--- src/rtl/vx_cta_dispatcher_pkg.sv ---
// Shared types and sizing for the CTA dispatcher and its credit pool.
package vx_cta_dispatcher_pkg;

  localparam int unsigned CTA_DATA_W     = 128;
  localparam int unsigned WARPS_PER_CORE = 8;
  localparam int unsigned WCNT_W         = $clog2(WARPS_PER_CORE + 1);
  localparam int unsigned INFL_W         = 16;

  typedef enum logic [1:0] {CTA_IDLE, CTA_SELECT, CTA_SEND} cta_state_e;

  typedef struct packed {
    logic [CTA_DATA_W-1:0] data;
    logic [31:0]           warps;
    logic                  last;
  } cta_req_t;

  // A CTA declaring zero warps still occupies one slot.
  function automatic logic [31:0] eff_warps(input logic [31:0] w);
    return (w == 32'd0) ? 32'd1 : w;
  endfunction

endpackage

--- src/rtl/vx_cta_credit_pool.sv ---
// Per-core free warp-slot counters with allocate/release and a fits vector.
module vx_cta_credit_pool
  import vx_cta_dispatcher_pkg::*;
#(
  parameter int unsigned NUM_CORES = 4,
  localparam int unsigned IDX_W = (NUM_CORES > 1) ? $clog2(NUM_CORES) : 1
) (
  input  logic                        clk,
  input  logic                        reset,
  input  logic                        alloc_valid,
  input  logic [IDX_W-1:0]            alloc_core,
  input  logic [WCNT_W-1:0]           alloc_warps,
  input  logic [NUM_CORES-1:0]        release_valid,
  input  logic [NUM_CORES*WCNT_W-1:0] release_warps,
  input  logic [WCNT_W-1:0]           req_warps,
  output logic [NUM_CORES-1:0]        fits_c
);

  localparam int unsigned SUM_W = WCNT_W + 1;

  logic [NUM_CORES-1:0][WCNT_W-1:0] credit;
  logic [SUM_W-1:0]                 sum_c [NUM_CORES];

  always_comb begin
    for (int i = 0; i < NUM_CORES; i++) begin
      fits_c[i] = (credit[i] >= req_warps);
      sum_c[i]  = SUM_W'(credit[i])
                + (release_valid[i] ? SUM_W'(release_warps[i*WCNT_W +: WCNT_W]) : SUM_W'(0))
                - ((alloc_valid && (alloc_core == IDX_W'(i))) ? SUM_W'(alloc_warps) : SUM_W'(0));
    end
  end

  // Allocation and release on the same core in one cycle net out; overflow saturates.
  always_ff @(posedge clk) begin
    if (reset) begin
      for (int i = 0; i < NUM_CORES; i++) credit[i] <= WCNT_W'(WARPS_PER_CORE);
    end else begin
      for (int i = 0; i < NUM_CORES; i++) begin
        assert (sum_c[i] <= SUM_W'(WARPS_PER_CORE));
        credit[i] <= (sum_c[i] > SUM_W'(WARPS_PER_CORE)) ? WCNT_W'(WARPS_PER_CORE)
                                                        : WCNT_W'(sum_c[i]);
      end
    end
  end

endmodule

--- src/rtl/vx_cta_dispatcher.sv ---
// Hands KMU CTAs to cores round-robin by free warp slots; flags kernel completion.
module vx_cta_dispatcher
  import vx_cta_dispatcher_pkg::*;
#(
  parameter int unsigned NUM_CORES = 4
) (
  input  logic                        clk,
  input  logic                        reset,
  input  logic                        cta_in_valid,
  output logic                        cta_in_ready,
  input  logic [CTA_DATA_W-1:0]       cta_in_data,
  input  logic [31:0]                 cta_in_warps,
  input  logic                        cta_in_last,
  output logic [NUM_CORES-1:0]        cta_out_valid,
  input  logic [NUM_CORES-1:0]        cta_out_ready,
  output logic [CTA_DATA_W-1:0]       cta_out_data,
  input  logic [NUM_CORES-1:0]        cta_done_valid,
  input  logic [NUM_CORES*WCNT_W-1:0] cta_done_warps,
  output logic                        busy,
  output logic                        kernel_done,
  output logic                        error
);

  localparam int unsigned IDX_W = (NUM_CORES > 1) ? $clog2(NUM_CORES) : 1;

  cta_state_e            state;
  cta_req_t              req;
  logic [IDX_W-1:0]      sel_core;
  logic [IDX_W-1:0]      rr_ptr;
  logic [INFL_W-1:0]     inflight;
  logic                  last_seen;

  logic [NUM_CORES-1:0]  fits_c;
  logic [NUM_CORES-1:0]  rot_c;
  logic [IDX_W-1:0]      off_c;
  logic [IDX_W-1:0]      pick_core_c;
  logic                  pick_found_c;
  logic                  too_big_c;
  logic                  in_hs_c;
  logic                  out_hs_c;
  logic                  go_idle_c;
  logic [INFL_W-1:0]     done_cnt_c;
  logic [INFL_W-1:0]     infl_up_c;
  logic [INFL_W-1:0]     inflight_nxt_c;

  vx_cta_credit_pool #(.NUM_CORES(NUM_CORES)) u_credit_pool (
    .clk           (clk),
    .reset         (reset),
    .alloc_valid   (out_hs_c),
    .alloc_core    (sel_core),
    .alloc_warps   (WCNT_W'(req.warps)),
    .release_valid (cta_done_valid),
    .release_warps (cta_done_warps),
    .req_warps     (WCNT_W'(req.warps)),
    .fits_c        (fits_c)
  );

  // Rotate the fits vector so rr_ptr sits at bit 0, then take the lowest set bit.
  always_comb begin
    rot_c        = '0;
    off_c        = '0;
    pick_found_c = 1'b0;
    for (int i = 0; i < NUM_CORES; i++)
      rot_c[i] = fits_c[IDX_W'((32'(rr_ptr) + 32'(i)) % NUM_CORES)];
    for (int i = NUM_CORES - 1; i >= 0; i--) begin
      if (rot_c[i]) begin
        pick_found_c = 1'b1;
        off_c        = IDX_W'(i);
      end
    end
    pick_core_c = IDX_W'((32'(rr_ptr) + 32'(off_c)) % NUM_CORES);
  end

  always_comb begin
    too_big_c  = (req.warps > 32'(WARPS_PER_CORE));
    in_hs_c    = (state == CTA_IDLE) && cta_in_valid && cta_in_ready;
    out_hs_c   = (state == CTA_SEND) && cta_out_ready[sel_core];
    go_idle_c  = ((state == CTA_IDLE) && !in_hs_c)
              || ((state == CTA_SELECT) && too_big_c)
              || ((state == CTA_SEND) && out_hs_c);
    done_cnt_c = '0;
    for (int i = 0; i < NUM_CORES; i++)
      done_cnt_c = done_cnt_c + INFL_W'(cta_done_valid[i]);
    infl_up_c      = inflight + INFL_W'(out_hs_c);
    inflight_nxt_c = (infl_up_c < done_cnt_c) ? '0 : (infl_up_c - done_cnt_c);
  end

  always_ff @(posedge clk) begin
    if (reset) begin
      state         <= CTA_IDLE;
      req           <= '0;
      sel_core      <= '0;
      rr_ptr        <= '0;
      inflight      <= '0;
      last_seen     <= 1'b0;
      cta_in_ready  <= 1'b0;
      cta_out_valid <= '0;
      cta_out_data  <= '0;
      busy          <= 1'b0;
      kernel_done   <= 1'b0;
      error         <= 1'b0;
    end else begin
      assert (infl_up_c >= done_cnt_c);
      inflight     <= inflight_nxt_c;
      cta_in_ready <= go_idle_c;
      busy         <= !go_idle_c || (inflight_nxt_c != '0);
      kernel_done  <= 1'b0;
      if ((state == CTA_IDLE) && last_seen && (inflight == '0)) begin
        kernel_done <= 1'b1;
        last_seen   <= 1'b0;
      end
      case (state)
        CTA_IDLE: begin
          if (in_hs_c) begin
            req   <= '{data: cta_in_data, warps: eff_warps(cta_in_warps), last: cta_in_last};
            state <= CTA_SELECT;
          end
        end
        CTA_SELECT: begin
          if (too_big_c) begin
            error <= 1'b1;
            if (req.last) last_seen <= 1'b1;
            state <= CTA_IDLE;
          end else if (pick_found_c) begin
            sel_core      <= pick_core_c;
            cta_out_valid <= NUM_CORES'(1) << pick_core_c;
            cta_out_data  <= req.data;
            state         <= CTA_SEND;
          end
        end
        CTA_SEND: begin
          if (out_hs_c) begin
            cta_out_valid <= '0;
            rr_ptr        <= (sel_core == IDX_W'(NUM_CORES - 1)) ? '0 : sel_core + IDX_W'(1);
            if (req.last) last_seen <= 1'b1;
            state         <= CTA_IDLE;
          end
        end
        default: state <= CTA_IDLE;
      endcase
    end
  end

endmodule

--- config.mk ---
export PLATFORM = sky130hd
export DESIGN_NAME = vx_cta_dispatcher
export DESIGN_NICKNAME = d
export VERILOG_FILES = /design/src/rtl/vx_cta_dispatcher_pkg.sv /design/src/rtl/vx_cta_credit_pool.sv /design/src/rtl/vx_cta_dispatcher.sv
export SDC_FILE = /design/constraint.sdc
export NUM_CORES = 1
export LEC_CHECK = 0
export ABC_AREA = 1
export ABC_CLOCK_PERIOD_IN_PS = 12300
export CORE_UTILIZATION = 25
export CTS_CLUSTER_DIAMETER = 40
export DETAILED_ROUTE_END_ITERATION = 8
export PLACE_DENSITY_LB_ADDON = 0.2
export SYNTH_ARGS = -nofsm -noshare
export SYNTH_HDL_FRONTEND = slang
export SYNTH_SLANG_ARGS = --single-unit
--- constraint.sdc ---
create_clock -name clk -period 12.3 [get_ports clk]
set_input_delay 3.075 -clock clk [delete_from_list [all_inputs] [get_ports clk]]
set_output_delay 3.075 -clock clk [all_outputs]
set_load 0.01 [all_outputs]
==> summary.txt, run 1 <==
Run status
  • Outcome: completed

Synth
  • Post-synthesis async set-or-reset flop share: 0%
  • Mapped cell area: 14300 um^2
  • Post-synthesis compound-gate area fraction: 21.7%
  • Avg Inst Size Synth: 7.77 um^2
  • Mux cell area share after synthesis: 0%
  • Synth unique cells: 38
  • Number of synthesized flops with an enable pin: 0
  • Post-synthesis xor/xnor area fraction: 1.16%
  • Synth Flop Type: dfxtp_1
  • Main area contributors after synthesis: dfxtp_1, a21oi_1, o21ai_0
  • Cells after Synth: 1846
  • #FFs+latches synth: 336
  • Post-Synth Simple-Gate Area: 13.4%
  • Syn. warnings: 0
  • Post-synth top area share: 46.9%
  • Net count after synthesis: 2103
  • Synth area leader: dfxtp_1
  • Post-Synth Adder-Cell Area: 6.96%
  • Largest family of logic cells by synthesized area: compound AO/OA/AOI/OAI gates
  • Register area share after synthesis: 46.9%

Drt
  • DRC: 0
  • Vias per Instance: 4.40
  • Total number of vias: 12900
  • Overall routed net length: 42800 um
  • DR iter-0 viols: 600
  • Antenna-violating nets left: 0
  • WL/cell: 14.6 um
  • DR pass1 iterations: 5

Die
  • Core Area: 56500 um^2
  • Die W: 242 um
  • Row count: 87
  • Die Ht: 242 um
  • Initial Utilization: 25.4%
  • Total Die Area: 58300 um^2
  • Ports: 324

Critical path
  • Worst flop-to-flop path endpoint: busy
  • Reg2Reg Setup Slack: 8.10 ns
  • CP Capture Point: busy
  • Worst reg2reg path depth: 19
  • Cell mode on critical path: nand3_1
  • Max incr delay on CP: 0.46 ns
  • Setup crit start: cta_out_ready[2]
  • Crit path required time: 12.79 ns
  • Slowest-stage cell, CP: fa_1
  • Worst flop-to-flop path startpoint: sel_core[0]
  • Worst EP arrival: 7.07 ns
  • Worst path cell trace: clkdlybuf4s50_1, o21ai_0, o22a_1, nor2_1, ha_1, ha_1, fa_1, a21oi_1, nand3_1, nor2_1, nand2_1, nor2_4, nand3_2, nand3_1, nand3_1, nor2_1, nand3_1, nand2_1, inv_1
  • Crit end category: register
  • CP startpoint kind: primary input
  • Critical Path Fanout Max: 20
  • Crit Path Category: in -> reg

Timing
  • Setup TNS Final: 0 ns
  • Least-Margin Pin Slew: 1.05 ns
  • Skew final: 0.0222 ns
  • Final hold viol count: 0
  • Final count of negative-setup-slack endpoints: 0
  • Period utilization: 53.5%
  • Slew Viols, Final: 0
  • RSZ-0062 raised after global routing: no
  • Final WS setup: 5.72 ns
  • Slew HR: 29.9%
  • Post-route minimum period: 6.58 ns
  • FMAX: 152 MHz

CTS
  • Postcts setup bufs: 0
  • CTS Buf Count: 58
  • Post-CTS Resized: 0
  • Clk_lat worst skew: 0.60 ns
  • H-tree depth: 2
  • Clk Tree Root Cell: clkbuf_16
  • Max Root-Sink Buffers: 3
  • Hold Buf Count CTS: 0
  • Clk sinks: 336
  • CTS tree: done
  • Clk slew on worst S/H paths: 0.06 ns

Power
  • P_leak: 8.01 nW
  • Power Density: 220 nW/um^2
  • Peak supply drop: 0.114 mV

Global route
  • Grt total ovfl: 0
  • Initial antenna violation count: 3
  • Largest net degree at the start of global routing: 122
  • GR met2 Demand/Resource: 22.8%
  • Met3 usage: 5.65%
  • Vias in the first global route: 12800
  • GR Util met1: 17.8%
  • First-pass GRT wire length: 68900 um
  • Total GRT Usage: 14.5%
  • Gr busiest metal: met2

Job
  • Max_cap viols: 0

Cells and area
  • Share of cells above drive strength 1: 6.37%
  • Nets: 2393
  • Synth-to-layout area growth: 40.8%

Place
  • Port bufs: 323
  • GPL Wtd Cong: 0.828
  • DP HPWL: 29800 um
  • DP Worst Slack: 5.16 ns

Hold path
  • Worst hold path class: reg -> reg
[per-layer routing]
metal | part of all wire [%] | wire length [um]
met1 | 43 | 18600
met4 | 2.9 | 1240
met2 | 44 | 19000
met5 | 0.10 | 44
met3 | 9.1 | 3900
[synth_stat cells (all sizes together) (18+ instances only)]
cell type  count
dfxtp        336
a21oi        309
o21ai        285
inv          267
nand2        203
nor2         134
clkbuf        73
nand3         60
ha            51
buf           28
nand4         24
fa            18
[area by class of cell]
cell class | instances | area [um^2]
Inverter | 268 | 1010
Timing Repair Buffer | 331 | 3290
Sequential cell | 336 | 6730
Multi-Input combinational cell | 1141 | 6220
Tap cell | 756 | 946
Clock buffer | 70 | 1570
Fill cell | 5862 | 36300
Clock inverter | 36 | 437
Antenna cell | 2 | 5.00
[per-stage QoR]
stage	utilization (%)	cells	cell area [um^2]	hold WS (ns)	power [mW]
floorplan	-	1846	14300	0.426	2.34
global placement	32.2	2832	18200	0.437	2.81
detailed placement	32.2	2832	18200	0.444	2.83
CTS	35.7	2938	20200	0.447	4.52
global route	35.7	2938	20200	0.459	4.77
finish	35.7	2940	20200	0.443	4.45
[registers in the layout, summed over array words and instances (netlist names)]
register / count
cta_in_ready: 1
state: 2
busy: 1
rr_ptr: 2
sel_core: 2
error: 1
inflight: 16
u_credit_pool.credit: 16
req: 161
kernel_done: 1
cta_out_valid: 4
cta_out_data: 128
last_seen: 1
[worst min path at each step]
stage | cells past startpoint | slack [ns] | from | end
3_5_place_dp | 2 | 0.44 | req[68] | req[68]
2_1_floorplan | 2 | 0.43 | last_seen | kernel_done
4_1_cts | 2 | 0.45 | req[59] | cta_out_data[26]
5_1_grt | 2 | 0.46 | req[158] | cta_out_data[125]
6_report | 2 | 0.44 | req[69] | cta_out_data[36]
3_3_place_gp | 2 | 0.44 | req[34] | cta_out_data[1]
[power by group]
group	total [mW]	internal [mW]	switching (mW)
clock	1.65	1.06	0.591
sequential	1.45	1.33	0.120
combinational	1.35	0.547	0.801
total	4.45	2.94	1.51
[cells by family (layout without fill, tap and decap cells)]
| group | Yosys count | count (layout) |
|---|---|---|
| AO/OA/AOI/OAI | 611 | 611 |
| AND/OR/NAND/NOR | 442 | 442 |
| buffers and inverters | 369 | 705 |
| flip-flops | 336 | 336 |
| adder cells (fa/ha/maj) | 69 | 69 |
| XOR/XNOR | 19 | 19 |
| other | 0 | 2 |
[worst max-delay path, delay by kind of cell]
| kind | cells | cell delay (ns) |
|---|---|---|
| fa+ha+maj | 3 | 1.14 |
| simple gates | 11 | 1.85 |
| buf+inv | 2 | 0.50 |
| compound gates | 3 | 0.49 |
[cells in the final DEF, fill, tap and decap left out, types with 6 or more instances in the layout]
cell type,Yosys,layout
clkbuf_1,73,6
nand4_1,24,24
nand3_1,59,58
clkinvlp_4,0,7
ha_1,51,51
nor2_4,6,6
nand2_2,7,7
xnor2_1,10,10
inv_1,263,262
clkbuf_16,0,59
o21ai_0,281,281
inv_6,0,10
nand2_1,196,196
buf_4,1,8
dfxtp_1,336,336
fa_1,18,18
bufinv_16,0,7
clkdlybuf4s50_1,0,322
nor4_1,10,10
a21oi_1,309,309
xor2_1,9,9
clkinv_2,0,7
nor2_1,124,124
Note: power is estimated with default switching activity, not from simulation.
==> run 2: changes to the inputs <==
--- a/config.mk
+++ b/config.mk
@@ -6,7 +6,7 @@
 export NUM_CORES = 1
 export LEC_CHECK = 0
 export ABC_AREA = 1
-export ABC_CLOCK_PERIOD_IN_PS = 12300
+export ABC_CLOCK_PERIOD_IN_PS = 5480
 export CORE_UTILIZATION = 25
 export CTS_CLUSTER_DIAMETER = 40
 export DETAILED_ROUTE_END_ITERATION = 8
==> constraint.sdc (replaced) <==
create_clock -name clk -period 5.48 [get_ports clk]
set_input_delay 1.37 -clock clk [delete_from_list [all_inputs] [get_ports clk]]
set_output_delay 1.37 -clock clk [all_outputs]
set_load 0.01 [all_outputs]
==> summary.txt, run 2 (same netlist as run 1, synthesis figures left out) <==
Critical path
  • Worst flop-to-flop path startpoint: sel_core[0] (unchanged)
  • Critical Path Fanout Max: 20 (unchanged)
  • Worst path cell trace: clkdlybuf4s50_1, o21ai_0, o22a_1, nor2_1, ha_1, ha_1, fa_1, a21oi_1, nand3_1, nor2_1, nand2_1, nor2_4, nand3_2, nand3_1, nand3_1, nor2_1, nand3_1, nand2_1, inv_1 (unchanged)
  • Worst flop-to-flop path endpoint: busy (unchanged)
  • Crit end category: register (unchanged)
  • Cell mode on critical path: nand3_1 (unchanged)
  • Worst reg2reg path depth: 19 (unchanged)
  • Max incr delay on CP: 0.46 ns (about the same)
  • CP startpoint kind: primary input (unchanged)
  • Worst EP arrival: 5.17 ns (was 7.07 ns)
  • Slowest-stage cell, CP: clkdlybuf4s50_1 (was fa_1)
  • Reg2Reg Setup Slack: 1.45 ns (was 8.10 ns)
  • Crit Path Category: in -> reg (unchanged)
  • Crit path required time: 5.99 ns (was 12.79 ns)

Drt
  • DR pass1 iterations: 5 (unchanged)
  • WL/cell: 14.4 um (was 14.6 um)
  • DR iter-0 viols: 531 (was 600)
  • Vias per Instance: 4.39 (was 4.40)
  • Total number of vias: 12900 (about the same)
  • DRC: 0 (unchanged)
  • Antenna-violating nets left: 0 (unchanged)
  • Overall routed net length: 42300 um (was 42800 um)

Job
  • Max_cap viols: 0 (unchanged)

Cells and area
  • Area occupied by multi-input gates: 6220 um^2 (unchanged)
  • Final std cells w/o fill: 2938 (was 2940)
  • Synth-to-layout area growth: 40.2% (was 40.8%)
  • Filler instances: 5875 (was 5862)
  • Largest Register: req (unchanged)
  • Most frequent cells in the layout: dfxtp_1, clkdlybuf4s50_1, a21oi_1 (unchanged)
  • Max FFs per register: 161 (unchanged)
  • Top Registers: req x161, cta_out_data x128 (unchanged)
  • Share of cells above drive strength 1: 6.10% (was 6.37%)
  • FF/Latch Area: 6730 um^2 (unchanged)
  • Nets: 2391 (was 2393)
  • Commonest non-fill, non-tap cell in the layout: dfxtp_1 (unchanged)

Timing
  • Least-Margin Pin Slew: 0.967 ns (was 1.05 ns)
  • Final hold viol count: 0 (unchanged)
  • Post-route minimum period: 4.67 ns
  • Slew Viols, Final: 0 (unchanged)
  • Setup TNS Final: 0 ns (unchanged)
  • Final count of negative-setup-slack endpoints: 0 (unchanged)
  • FMAX: 214 MHz
  • Period utilization: 85.1%
  • Skew final: 0.0432 ns (was 0.0222 ns)
  • RSZ-0062 raised after global routing: no (unchanged)
  • Slew HR: 35.5% (was 29.9%)

Global route
  • First-pass GRT wire length: 67700 um (was 68900 um)
  • Largest net degree at the start of global routing: 172 (was 122)
  • Total GRT Usage: 14.2% (was 14.5%)
  • Grt total ovfl: 0 (unchanged)
  • Initial antenna violation count: 7 (was 3)
  • Vias in the first global route: 12800 (about the same)

Die
  • Row count: 87 (unchanged)
  • Ports: 324 (unchanged)
  • Die W: 242 um (unchanged)
  • Die Ht: 242 um (unchanged)
  • Total Die Area: 58300 um^2 (unchanged)
  • Initial Utilization: 25.4% (unchanged)
  • Core Area: 56500 um^2 (unchanged)

Run status
  • Outcome: completed (unchanged)

Place
  • Placed insts: 2833 (was 2832)
  • DP HPWL: 29500 um (was 29800 um)
  • Port bufs: 323 (unchanged)
  • GPL Wtd Cong: 0.840 (was 0.828)

CTS
  • Post-CTS Resized: 0 (unchanged)
  • Clk slew on worst S/H paths: 0.05 ns (was 0.06 ns)
  • Hold Buf Count CTS: 0 (unchanged)
  • Clk_lat worst skew: 0.61 ns (was 0.60 ns)
  • Max Root-Sink Buffers: 3 (unchanged)
  • Clk sinks: 336 (unchanged)
  • CTS tree: done (unchanged)
  • CTS Buf Count: 55 (was 58)
  • H-tree depth: 2 (unchanged)
  • Clk Tree Root Cell: clkbuf_16 (unchanged)
  • Postcts setup bufs: 0 (unchanged)

Power
  • P_leak: 7.96 nW (was 8.01 nW)
  • Power Density: 483 nW/um^2 (was 220 nW/um^2)
  • Peak supply drop: 0.263 mV (was 0.114 mV)

Hold path
  • Worst hold path class: reg -> reg (unchanged)
  • Worst Hold Path EP: req[69] (was cta_out_data[36])
  • Min-delay src: req[69] (unchanged)
  • Hold path cells: 2 (unchanged)
==> run 2: area by class of cell <==
cell class                      instances  area share [%]
Sequential cell                       336            33.4
Clock inverter                         30            1.71
Timing Repair Buffer                  332            16.6
Clock buffer                           73            7.58
Multi-Input combinational cell       1141            30.9
Antenna cell                            2          0.0249
Tap cell                              756            4.70
Inverter                              268            5.03
==> run 2: per-layer routing <==
layer	share of wire, %	track usage (%)
met5	0.15	0
met4	2.3	4.98
met3	8.1	5.28
met2	45	22.8
met1	44	17.5
==> run 2: worst max path at each step <==
stage | startpoint | to | slack [ns] | depth (start not counted)
after CTS | cta_done_valid[3] | busy | 0.85 | 18
final | cta_out_ready[2] | busy | 0.81 | 19
after global routing | cta_out_ready[2] | busy | 0.43 | 19
after floorplan | cta_out_ready[2] | busy | 1.23 | 19
after detailed placement | cta_done_valid[3] | busy | 0.18 | 18
after global placement | cta_done_valid[3] | busy | 0.19 | 18
==> run 2: power by group <==
part / internal (mW) / switching [mW]
clock: 2.13 / 1.29
combinational: 1.24 / 1.79
sequential: 2.99 / 0.273
total: 6.35 / 3.36
==> run 2: through the flow <==
| step | utilization (%) | setup slack, ns | area, um^2 | total power, mW | hold slack [ns] |
|---|---|---|---|---|---|
| 2_1_floorplan | - | 1.23 | 14300 | 5.25 | 0.426 |
| 3_3_place_gp | 32.3 | 0.193 | 18200 | 6.30 | 0.437 |
| 3_5_place_dp | 32.3 | 0.177 | 18200 | 6.36 | 0.443 |
| 4_1_cts | 35.6 | 0.848 | 20100 | 9.85 | 0.449 |
| 5_1_grt | 35.6 | 0.434 | 20100 | 10.4 | 0.462 |
| 6_report | 35.6 | 0.814 | 20100 | 9.71 | 0.447 |
==> run 2: critical path, delay by kind of cell <==
kind,cells,cell delay (ns)
AND/OR/NAND/NOR,11,1.74
adder cells (fa/ha/maj),3,1.07
buffers and inverters,2,0.50
AO/OA/AOI/OAI,3,0.49
